File: config.mk
export PLATFORM = sky130hd
export DESIGN_NAME = traffic_ctrl_multi
export DESIGN_NICKNAME = d
export VERILOG_FILES = /design/src/rtl/traffic_ctrl_multi.sv
export SDC_FILE = /design/constraint.sdc
export NUM_CORES = 1
export LEC_CHECK = 0
export ABC_AREA = 1
export ABC_CLOCK_PERIOD_IN_PS = 3200
export CAP_MARGIN = 25
export CORE_MARGIN = 2
export CORE_UTILIZATION = 40
export CTS_CLUSTER_SIZE = 12
export DETAILED_ROUTE_END_ITERATION = 10
export PLACE_DENSITY = 0.62
export SLEW_MARGIN = 30
export SYNTH_ARGS = -nofsm -noshare
export SYNTH_HDL_FRONTEND = slang
export SYNTH_SLANG_ARGS = --single-unit
File: constraint.sdc
create_clock -name clk -period 3.2 [get_ports clk]
set_input_delay 0.64 -clock clk [delete_from_list [all_inputs] [get_ports clk]]
set_output_delay 0.64 -clock clk [all_outputs]
set_load 0.005 [all_outputs]
File: src/rtl/traffic_ctrl_multi.sv
// Multi-phase traffic-signal controller: green/yellow/all-red rotation over NUM_PHASES approaches
// with optional demand-actuated skipping/extension and a latched pedestrian walk interval.
`timescale 1ns/1ps
module traffic_ctrl_multi #(
    parameter int unsigned NUM_PHASES = 2,
    parameter int unsigned CNT_W      = 16,
    parameter int unsigned PH_W       = $clog2(NUM_PHASES)
) (
    input  logic                    clk,
    input  logic                    rst,
    input  logic                    en,
    input  logic                    actuated,
    input  logic [NUM_PHASES-1:0]   req,
    input  logic                    ped_req,
    input  logic [CNT_W-1:0]        green_len,
    input  logic [CNT_W-1:0]        yellow_len,
    input  logic [CNT_W-1:0]        allred_len,
    input  logic [CNT_W-1:0]        walk_len,
    output logic [2*NUM_PHASES-1:0] light,
    output logic                    walk,
    output logic                    ped_wait,
    output logic [PH_W-1:0]         phase,
    output logic [1:0]              state_o
);

    typedef enum logic [1:0] {
        StGreen  = 2'd0,
        StYellow = 2'd1,
        StAllRed = 2'd2,
        StWalk   = 2'd3
    } state_e;

    state_e             r_state;
    logic [PH_W-1:0]    r_phase;
    logic [PH_W-1:0]    r_next_phase;
    logic [CNT_W-1:0]   r_timer;
    logic               r_ped_pending;

    state_e             w_state_nxt;
    logic [PH_W-1:0]    w_phase_nxt;
    logic [PH_W-1:0]    w_next_phase_nxt;
    logic [CNT_W-1:0]   w_timer_nxt;
    logic               w_ped_nxt;

    logic [NUM_PHASES-1:0] w_other_req;
    logic [PH_W-1:0]       w_inc_phase;
    logic [PH_W-1:0]       w_rr_phase;
    logic [PH_W-1:0]       w_next_phase_sel;
    logic                  w_found;

    // A programmed length of 0 behaves like 1, so the timer never wraps.
    function automatic logic [CNT_W-1:0] f_load(input logic [CNT_W-1:0] len);
        return (len == '0) ? '0 : len - 1'b1;
    endfunction

    assign w_inc_phase = (r_phase == PH_W'(NUM_PHASES - 1)) ? '0 : r_phase + 1'b1;

    // Round-robin search starting just after the current phase; current phase is checked last.
    always_comb begin
        w_other_req          = req;
        w_other_req[r_phase] = 1'b0;
        w_rr_phase           = w_inc_phase;
        w_found              = 1'b0;
        for (int unsigned k = 1; k <= NUM_PHASES; k++) begin
            int unsigned idx;
            idx = (int'(r_phase) + k) % NUM_PHASES;
            if (!w_found && req[idx[PH_W-1:0]]) begin
                w_found    = 1'b1;
                w_rr_phase = idx[PH_W-1:0];
            end
        end
        w_next_phase_sel = actuated ? w_rr_phase : w_inc_phase;
    end

    always_comb begin
        w_state_nxt      = r_state;
        w_phase_nxt      = r_phase;
        w_next_phase_nxt = r_next_phase;
        w_timer_nxt      = r_timer;
        w_ped_nxt        = r_ped_pending | ped_req;
        if (en) begin
            if (r_timer != '0) begin
                w_timer_nxt = r_timer - 1'b1;
            end else begin
                unique case (r_state)
                    StGreen: begin
                        if (actuated && (w_other_req == '0) && !r_ped_pending) begin
                            w_timer_nxt = f_load(green_len);
                        end else begin
                            w_state_nxt = StYellow;
                            w_timer_nxt = f_load(yellow_len);
                        end
                    end
                    StYellow: begin
                        w_state_nxt      = StAllRed;
                        w_timer_nxt      = f_load(allred_len);
                        w_next_phase_nxt = w_next_phase_sel;
                    end
                    StAllRed: begin
                        if (r_ped_pending) begin
                            // A push arriving on the walk-entry cycle is served by this walk.
                            w_state_nxt = StWalk;
                            w_timer_nxt = f_load(walk_len);
                            w_ped_nxt   = 1'b0;
                        end else begin
                            w_state_nxt = StGreen;
                            w_phase_nxt = r_next_phase;
                            w_timer_nxt = f_load(green_len);
                        end
                    end
                    StWalk: begin
                        w_state_nxt = StGreen;
                        w_phase_nxt = r_next_phase;
                        w_timer_nxt = f_load(green_len);
                    end
                    default: begin
                        w_state_nxt = StAllRed;
                        w_timer_nxt = '0;
                    end
                endcase
            end
        end
    end

    always_ff @(posedge clk or posedge rst) begin
        if (rst) begin
            r_state       <= StAllRed;
            r_phase       <= '0;
            r_next_phase  <= '0;
            r_timer       <= '0;
            r_ped_pending <= 1'b0;
        end else begin
            r_state       <= w_state_nxt;
            r_phase       <= w_phase_nxt;
            r_next_phase  <= w_next_phase_nxt;
            r_timer       <= w_timer_nxt;
            r_ped_pending <= w_ped_nxt;
        end
    end

    always_comb begin
        light = '0;
        for (int p = 0; p < int'(NUM_PHASES); p++) begin
            if (PH_W'(p) == r_phase) begin
                if (r_state == StGreen) begin
                    light[2*p +: 2] = 2'b10;
                end else if (r_state == StYellow) begin
                    light[2*p +: 2] = 2'b01;
                end
            end
        end
    end

    assign walk     = (r_state == StWalk);
    assign ped_wait = r_ped_pending;
    assign phase    = r_phase;
    assign state_o  = r_state;

endmodule

# ---- After elaboration in Yosys (flattened, before gate mapping)
# Index checks and enable logic that the tools add are counted.
dict set report op_classes {
  n_reduce_logical 17
  n_addsub 8
  n_bitwise 4
  n_eq_ne 5
  mux 32
  magnitude_cmp 4
}
# operator count
set op_table {}
lappend op_table {{16-bit 2-to-1 mux} 7}
lappend op_table {{16-bit by 1-bit subtractor with 16-bit output (second input constant)} 5}
lappend op_table {{16-bit zero test} 4}
lappend op_table {{16-bit case mux with 4 select lines} 1}
lappend op_table {{1-bit 2-to-1 mux} 16}
lappend op_table {{16-bit nonzero test} 1}
lappend op_table {{2-bit 2-to-1 mux} 5}
lappend op_table {{2-bit case mux with 4 select lines} 1}
lappend op_table {{1-bit by 2-bit less-than comparator with 1-bit output (second input constant)} 3}
lappend op_table {{3-bit AND reduction} 2}
lappend op_table {{2-bit == test (second input constant)} 2}
lappend op_table {{1-bit logical AND} 4}
lappend op_table {{2-bit zero test} 2}
lappend op_table {{2-bit != test (second input constant)} 2}
lappend op_table {{4-bit AND reduction} 1}
lappend op_table {{1-bit adder (second input constant)} 3}
lappend op_table {{2-bit bitwise AND} 1}
lappend op_table {{2-bit by 1-bit == test with 1-bit output (second input constant)} 1}
lappend op_table {{1-bit zero test} 2}
lappend op_table {{2-bit inverter} 1}
lappend op_table {{1-bit case mux with 2 select lines} 1}
lappend op_table {{2-bit nonzero test} 1}
lappend op_table {{1-bit demux with 1-bit select} 1}
lappend op_table {{1-bit >= comparator (second input constant)} 1}
lappend op_table {{2 further kinds} 2}
dict set report word_totals {
  in_bits 71
  output_inout_bits 9
  elab_cells 75
  reg_bits 21
}

# ---- Depth between registers and ports, before layout
# Gate-level depths: netlist (run 1).
dict set report depth {
  depth_word 12
  depth_mapped 14
  depth_no_buf 13
}

# ---- Least setup slack after synthesis (run 1)
# No wires, ideal clock.
dict set report synth_timing {
  path_kind {in2reg}
  start {in green_len[0]}
  end {reg r_timer[0]}
  setup_slack_ns 1.236
  required_time_ns 3.083
  n_path_buf 1
  arrival_ns 1.847
  path_stages 14
  cell_sequence {inv_1 > ha_1 > nand2_2 > nor2_4 > nand3_2 > nand2_1 > inv_2 > buf_6 > nand2_1 > o21ai_0 > nor2_1 > nor2_1 > nor2_1 > nor2_1}
}
dict set report synth_via {
  elab_chain_len 5
}
# element line
set synth_rtl {}
lappend synth_rtl {{from (decl)} 15} ;# input logic [CNT_W-1:0] green_len,
lappend synth_rtl {{16-bit by 1-bit subtractor with 16-bit output or 16-bit zero test (tied branches)} 53} ;# return (len == '0) ? '0 : len - 1'b1;
lappend synth_rtl {{16-bit 2-to-1 mux *} 53}
lappend synth_rtl {{16-bit 2-to-1 mux (on tied branches)} {100, 87}}
lappend synth_rtl {{16-bit case mux with 4 select lines *} 85} ;# unique case (r_state)
lappend synth_rtl {{16-bit 2-to-1 mux *} 82} ;# if (r_timer != '0) begin
lappend synth_rtl {{to (signal assigned)} 136} ;# r_timer <= w_timer_nxt;
lappend synth_rtl {{to (decl)} 36} ;# logic [CNT_W-1:0] r_timer;
# Mark *: on every way between the ends. The rest lies on a longest branch, timed or not.
# A chain may end at the register's enable or synchronous reset.

# ---- Worst setup path in the final report (run 1)
dict set report layout_timing {
  start {reg r_state[1] (netlist: state_o[1])}
  end {out light[3]}
}
dict set report layout_via {
  elab_chain_len 3
}
# element line
set layout_rtl {}
lappend layout_rtl {{from (decl)} 33} ;# state_e r_state;
lappend layout_rtl {{from (signal assigned)} 127} ;# r_state <= StAllRed;
lappend layout_rtl {{from (signal assigned)} 133} ;# r_state <= w_state_nxt;
lappend layout_rtl {{2-bit zero test} 145} ;# if (r_state == StGreen) begin
lappend layout_rtl {{2-bit 2-to-1 mux} 145}
lappend layout_rtl {{2-bit 2-to-1 mux} 144} ;# if (PH_W'(p) == r_phase) begin
lappend layout_rtl {{to (decl)} 19} ;# output logic [2*NUM_PHASES-1:0] light,
# No other way between the ends.

==> impl_metrics.ini, run 1 <==
[outcome]
status = complete, no violations

[yosys]
synth_compound_area_share_pct = 8.14
synthMuxAreaShare_pct = 0
post-synth-top-area-fraction_pct = 20.3
synthTopCellsByArea = nand2_1, nor2_1, dfrtp_1, nand3_1, xor2_1
synth_edf_count = 0
number_of_nets_in_the_synthesized_netlist = 752
async_flop_share_pct = 100
main_combinational_cell_family_by_area_after_synthesis = simple AND/OR/NAND/NOR gates
post_synth_fa_ha_maj_area_fraction_pct = 2.79
synth_simple_gate_area_share_pct = 54.1
post-synth-top-area-cell = nand2_1
yosys.cell_types.count = 33
ys_seq_elements = 21
synth_area_per_cell_um2 = 5.32
synth_sequential_area_ratio_pct = 14.7
dominantRegCellSynth = dfrtp_1
netlist_instances = 673
yosysWarningCount = 0
netlist_area_mm2 = 0.00358
synth_xor_xnor_area_share_pct = 10.8
synth.top_cells.by_count = nand2_1, nor2_1, inv_1
yosysMostFrequentCell = nand2_1

[power_and_ir_drop]
power_frac_seq_pct = 35.4
power.leakage_nw = 1.97
p_sw_mw = 0.432
power_density_mw_per_mm2 = 233
vdd_drop_max_uv = 154
combinationalPowerShare_pct = 48.0
internal-power_mw = 0.618
clock_power_share_pct = 16.6
switching_share_pct = 41.1

[global_routing]
first_pass_grt_wire_length_um = 20000
via_count_of_the_first_global_routing_pass = 4118
grt_max_degree = 26
grt_util_all_layers_pct = 24.8
number_of_antenna_violations_at_the_first_check_in_global_routing = 0
grt-ovfl-total = 0

[sta]
timing_hold_violations_final = 0
worst_slew_pin_slew_ns = 0.806
setup_violations = 0
slew_headroom_pct = 46.2
layout_min_cycle_time_ns = 2.73
max_clock_freq_ghz = 0.367
final.setup.tns_ns = 0
rsz0062_at_grt = no
final-max-slew-violation-count = 0
layout_worst_path_cycle_share_pct = 85.2
final.setup_skew_ns = 0.00448

[drt]
via_per_inst = 5.14
iteration_count_of_the_initial_detailed_routing_pass = 5
post-route-drc-count = 0
drt.antenna.violating_nets = 0
detail_route.iter0.violations = 272
routed-via-count = 4396
detail_route.wl_per_cell_um = 14.1
wirelength_um = 12000

[clock_tree]
path_clk_slew_ns = 0.08
cts.hold.buffers_added = 0
total_clock_sinks = 21
cts_buffer_count = 3
clockRootBuffer = clkbuf_8
maximum_count_of_clock_buffers_along_a_single_path = 2
cts_max_level = 1
cts_resized = 0
clock_latency_ns = 0.26
clock_tree_from_tritoncts = done
post_cts_setup_repair_bufs = 0

[setup_path]
worstPathRequired_ns = 2.56
worst-endpoint-arrival_ns = 2.09
worst_setup_path_start_kind = register
timing_worst_setup_path_type = register to primary output
path_max_fanout = 18
critical_path.endpoint_type = primary output

[floorplan]
floorplan.initialDensity_pct = 41.1
chipHeight_um = 98.7
std_cell_rows = 34
design.die.area_mm2 = 0.00973
dieWidth_um = 98.7
coreArea_mm2 = 0.00872
num_io_pins = 80

[finish]
final.fill_count = 955
fraction_of_layout_instances_using_a_drive_strength_above_1_pct = 4.55
final_nets = 828
flow.area_growth_from_synthesis_pct = 25.9
final-seq-area_um2 = 527
multi_input_area_mm2 = 0.00271
num_antenna_cells = 0
finalCoreUtilization_pct = 51.7

[placed_design]
gp_congestion = 0.959
dp_hpwl_um = 10300
io_buffers = 79

[run]
timing.max_cap.violations = 0

[hold_path]
worstHoldPathType = register to register
## power groups by stage
stage               Sequential, mW  Combinational (mW)  Clock (mW)
finish                       0.371               0.504       0.175
CTS                          0.370               0.500       0.175
detailed placement           0.374               0.498           0
floorplan                    0.361               0.297           0
global placement             0.372               0.496           0
global route                 0.380               0.568       0.187
## worst paths after layout
kind / end / depth (start not counted) / from / slack, ns
worst max-delay path: light[3] / 5 / state_o[1]$_DFFE_PP1P_ / 0.47
worst min-delay path: r_timer[1]$_DFFE_PP0P_ / 2 / r_timer[1]$_DFFE_PP0P_ / 0.51
worst max register to register: r_timer[3]$_DFFE_PP0P_ / 8 / state_o[1]$_DFFE_PP1P_ / 1.08
worst min register to register: r_timer[1]$_DFFE_PP0P_ / 2 / r_timer[1]$_DFFE_PP0P_ / 0.51
max in group asynchronous: r_timer[5]$_DFFE_PP0P_ / 2 / rst / 1.87
min in group asynchronous: phase$_DFFE_PP0P_ / 2 / rst / 0.83
## critical path: stages, from the launching register on
cell and delay, ns:
dfstp_2 0.62, nor2_2 0.06, buf_4 0.20, inv_1 0.40, nor2_1 0.08, clkdlybuf4s50_1 0.46
## metal layers
layer / routed length (µm) / vias up / global-route usage, %
li1: - / 2248 / -
met1: 5890 / 1993 / 36.8
met2: 5110 / 131 / 38.3
met3: 690 / 24 / 1.99
met4: 350 / 0 / 7.17
met5: 0 / - / 0
## cells in the final DEF (no fill, tap or decap), types with 2 or more instances in the layout
cell             instances
o21ai_0                 24
buf_4                    2
clkdlybuf4s50_1         79
dfrtp_1                 20
and2_1                   4
nor2_1                 170
clkbuf_8                 3
inv_1                   65
nor2_2                   8
nand3b_1                 5
clkinv_1                 2
inv_2                    7
xor2_1                  28
o21bai_1                 2
ha_1                     8
nand3_2                  2
o21ai_1                  8
a31oi_1                  4
nand2_2                  3
nand2_1                194
nand4_1                  7
nor2_4                   3
nand3_1                 52
nor3_1                  10
a21oi_1                 15
xnor2_1                 16
## flip-flops by register name, indices dropped and copies added (netlist names)
register and count:
state_o 2, r_timer 16, phase 1, r_next_phase 1, ped_wait 1
## cells by family after synthesis
kind of cell | count (synthesis)
XOR/XNOR | 44
flip-flops | 21
AND/OR/NAND/NOR | 460
AO/OA/AOI/OAI | 55
buffers and inverters | 85
adder cells (fa/ha/maj) | 8
## area by class of cell
| cell class | count | share of cell area (%) |
|---|---|---|
| inverter | 75 | 6.30 |
| clock inverter | 1 | 0.111 |
| tap | 108 | 3.00 |
| clock buffer | 3 | 0.915 |
| sequential | 21 | 11.7 |
| timing repair buffer | 81 | 17.9 |
| multi-input combinational | 567 | 60.1 |
## metrics by stage
stage | std cells | hold WS, ns | cell area [µm²] | setup WS, ns | power, mW
2_1_floorplan | 673 | 0.471 | 3580 | 1.24 | 0.658
3_3_place_gp | 852 | 0.487 | 4470 | 0.423 | 0.868
3_5_place_dp | 852 | 0.495 | 4470 | 0.382 | 0.872
4_1_cts | 856 | 0.513 | 4510 | 0.483 | 1.05
5_1_grt | 856 | 0.555 | 4510 | 0.335 | 1.14
6_report | 856 | 0.511 | 4510 | 0.473 | 1.05
No activity file was read; power rests on OpenSTA's default activity.
==> run 2, diff against run 1 <==
- ABC_CLOCK_PERIOD_IN_PS: 3200 -> 2900
- clock period: 3.2 -> 2.9 ns (I/O delays scaled with it)
==> run 2 against run 1 <==
Compared with the run above: hold slack better by 0.0052 ns; register-to-register slack worse by 0.20 ns; utilization increased by 0.24 points.
==> impl_metrics.ini, run 2 (synthesis gave the netlist of run 1 again) <==
[hold_path]
worstHoldPathType = register to register
holdPathStages = 2
hold_start = r_timer[1]$_DFFE_PP0P_
timing.hold.worst_endpoint = r_timer[1]$_DFFE_PP0P_

[floorplan]
dieWidth_um = 98.7
coreArea_mm2 = 0.00872
floorplan.initialDensity_pct = 41.1
num_io_pins = 80
std_cell_rows = 34
chipHeight_um = 98.7
design.die.area_mm2 = 0.00973

[clock_tree]
cts.hold.buffers_added = 0
clockRootBuffer = clkbuf_8
clock_tree_from_tritoncts = done
path_clk_slew_ns = 0.08
total_clock_sinks = 21
clock_latency_ns = 0.27
cts_max_level = 1
post_cts_setup_repair_bufs = 0
maximum_count_of_clock_buffers_along_a_single_path = 2
cts_resized = 0
cts_buffer_count = 3

[finish]
flow.area_growth_from_synthesis_pct = 26.5
final_nets = 831
final_cell_mix = nand2_1, nor2_1, clkdlybuf4s50_1
final_common_cell = nand2_1
largest_register = r_timer
largest_register_ff_count = 16
num_antenna_cells = 0
post_layout_nonfiller_instances = 859
fraction_of_layout_instances_using_a_drive_strength_above_1_pct = 4.79

[drt]
routed-via-count = 4288
wirelength_um = 11700
post-route-drc-count = 0
via_per_inst = 4.99
detail_route.iter0.violations = 234
iteration_count_of_the_initial_detailed_routing_pass = 5
drt.antenna.violating_nets = 0
detail_route.wl_per_cell_um = 13.6

[global_routing]
grt-ovfl-total = 0
grt_max_degree = 26
via_count_of_the_first_global_routing_pass = 3960
number_of_antenna_violations_at_the_first_check_in_global_routing = 0
grt_util_all_layers_pct = 24.1
first_pass_grt_wire_length_um = 19300

[setup_path]
worst-endpoint-arrival_ns = 1.83
worstPathRequired_ns = 2.32
worst_setup_path_start_kind = register
regToRegEndpoint = r_timer[13]$_DFFE_PP0P_
path_max_fanout = 15
timing_worst_setup_path_type = register to primary output
worst_r2r_path_depth = 9
regToRegSetupSlack_ns = 0.88
critical_path.endpoint_type = primary output
startpoint_of_the_worst_slack_reg_to_reg_timing_path = r_timer[0]$_DFFE_PP0P_

[power_and_ir_drop]
total_power_mw = 1.16
power.leakage_nw = 1.99
vdd_drop_max_uv = 143
power_density_mw_per_mm2 = 256

[placed_design]
io_buffers = 79
number_of_placed_cells_counting_well_taps = 855
dp_hpwl_um = 10000
gp_congestion = 0.945

[sta]
rsz0062_at_grt = no
final.setup.tns_ns = 0
max_clock_freq_ghz = 0.414
setup_violations = 0
final.setup_skew_ns = 0.00662
slew_headroom_pct = 46.0
layout_worst_path_cycle_share_pct = 83.3
worst_slew_pin_slew_ns = 0.809
layout_min_cycle_time_ns = 2.41
final-max-slew-violation-count = 0
finalHoldWorstSlack_ns = 0.516
timing_hold_violations_final = 0

[run]
timing.max_cap.violations = 0

[outcome]
status = complete, no violations
-- run 2: cell count changes in the layout (fill, tap and decap cells not counted), sizes merged --
cell / before / now
buf: 2 / 5
clkinv: 3 / 2
clkbuf: 3 / 4
-- run 2: worst max-delay path by stage --
stage | startpoint | end | slack [ns] | cells after the start
5_1_grt | walk_len[0] | r_timer[11]$_DFFE_PP0P_ | 0.21 | 14
3_3_place_gp | walk_len[0] | r_timer[11]$_DFFE_PP0P_ | 0.29 | 14
3_5_place_dp | walk_len[0] | r_timer[11]$_DFFE_PP0P_ | 0.22 | 14
6_report | state_o[1]$_DFFE_PP1P_ | light[3] | 0.49 | 4
2_1_floorplan | green_len[0] | r_timer[0]$_DFFE_PP0P_ | 1.0 | 14
4_1_cts | state_o[1]$_DFFE_PP1P_ | light[3] | 0.49 | 4
-- run 2: through the flow --
stage	area (µm²)	setup slack, ns	util [%]
6_report	4530	0.486	52.0
5_1_grt	4530	0.210	52.0
4_1_cts	4530	0.488	52.0
3_5_place_dp	4490	0.224	51.5
3_3_place_gp	4490	0.288	51.5
2_1_floorplan	3580	0.996	-
-- run 2: per-layer routing --
layer  vias up  part of all wire (%)  wire, µm  global-route usage [%]
li1       2262                     -         -                       -
met1      1901                    51      6010                    37.1
met2       113                    44      5130                    37.6
met3        12                   3.8       445                   0.922
met4         0                   1.1       127                    4.43
met5         -                     0         0                       0
-- run 2: critical path, cell delays in order (launching register included) --
cell and delay (ns):
dfstp_2 0.61, nor2_2 0.06, inv_1 0.35, nor2_1 0.08, clkdlybuf4s50_1 0.46
-- run 2: power by group --
group	switching [mW]	leakage [nW]	internal, mW
Sequential	0.0610	0.234	0.347
Clock	0.106	0.0228	0.0984
Combinational	0.305	1.73	0.241
-- run 2: final cells by class --
class,instances,area (µm²)
clock buffer,4,45.0
fill,949,4190
tap,108,135
multi-input combinational,567,2710
timing repair buffer,84,828
sequential,21,527
inverter,75,284
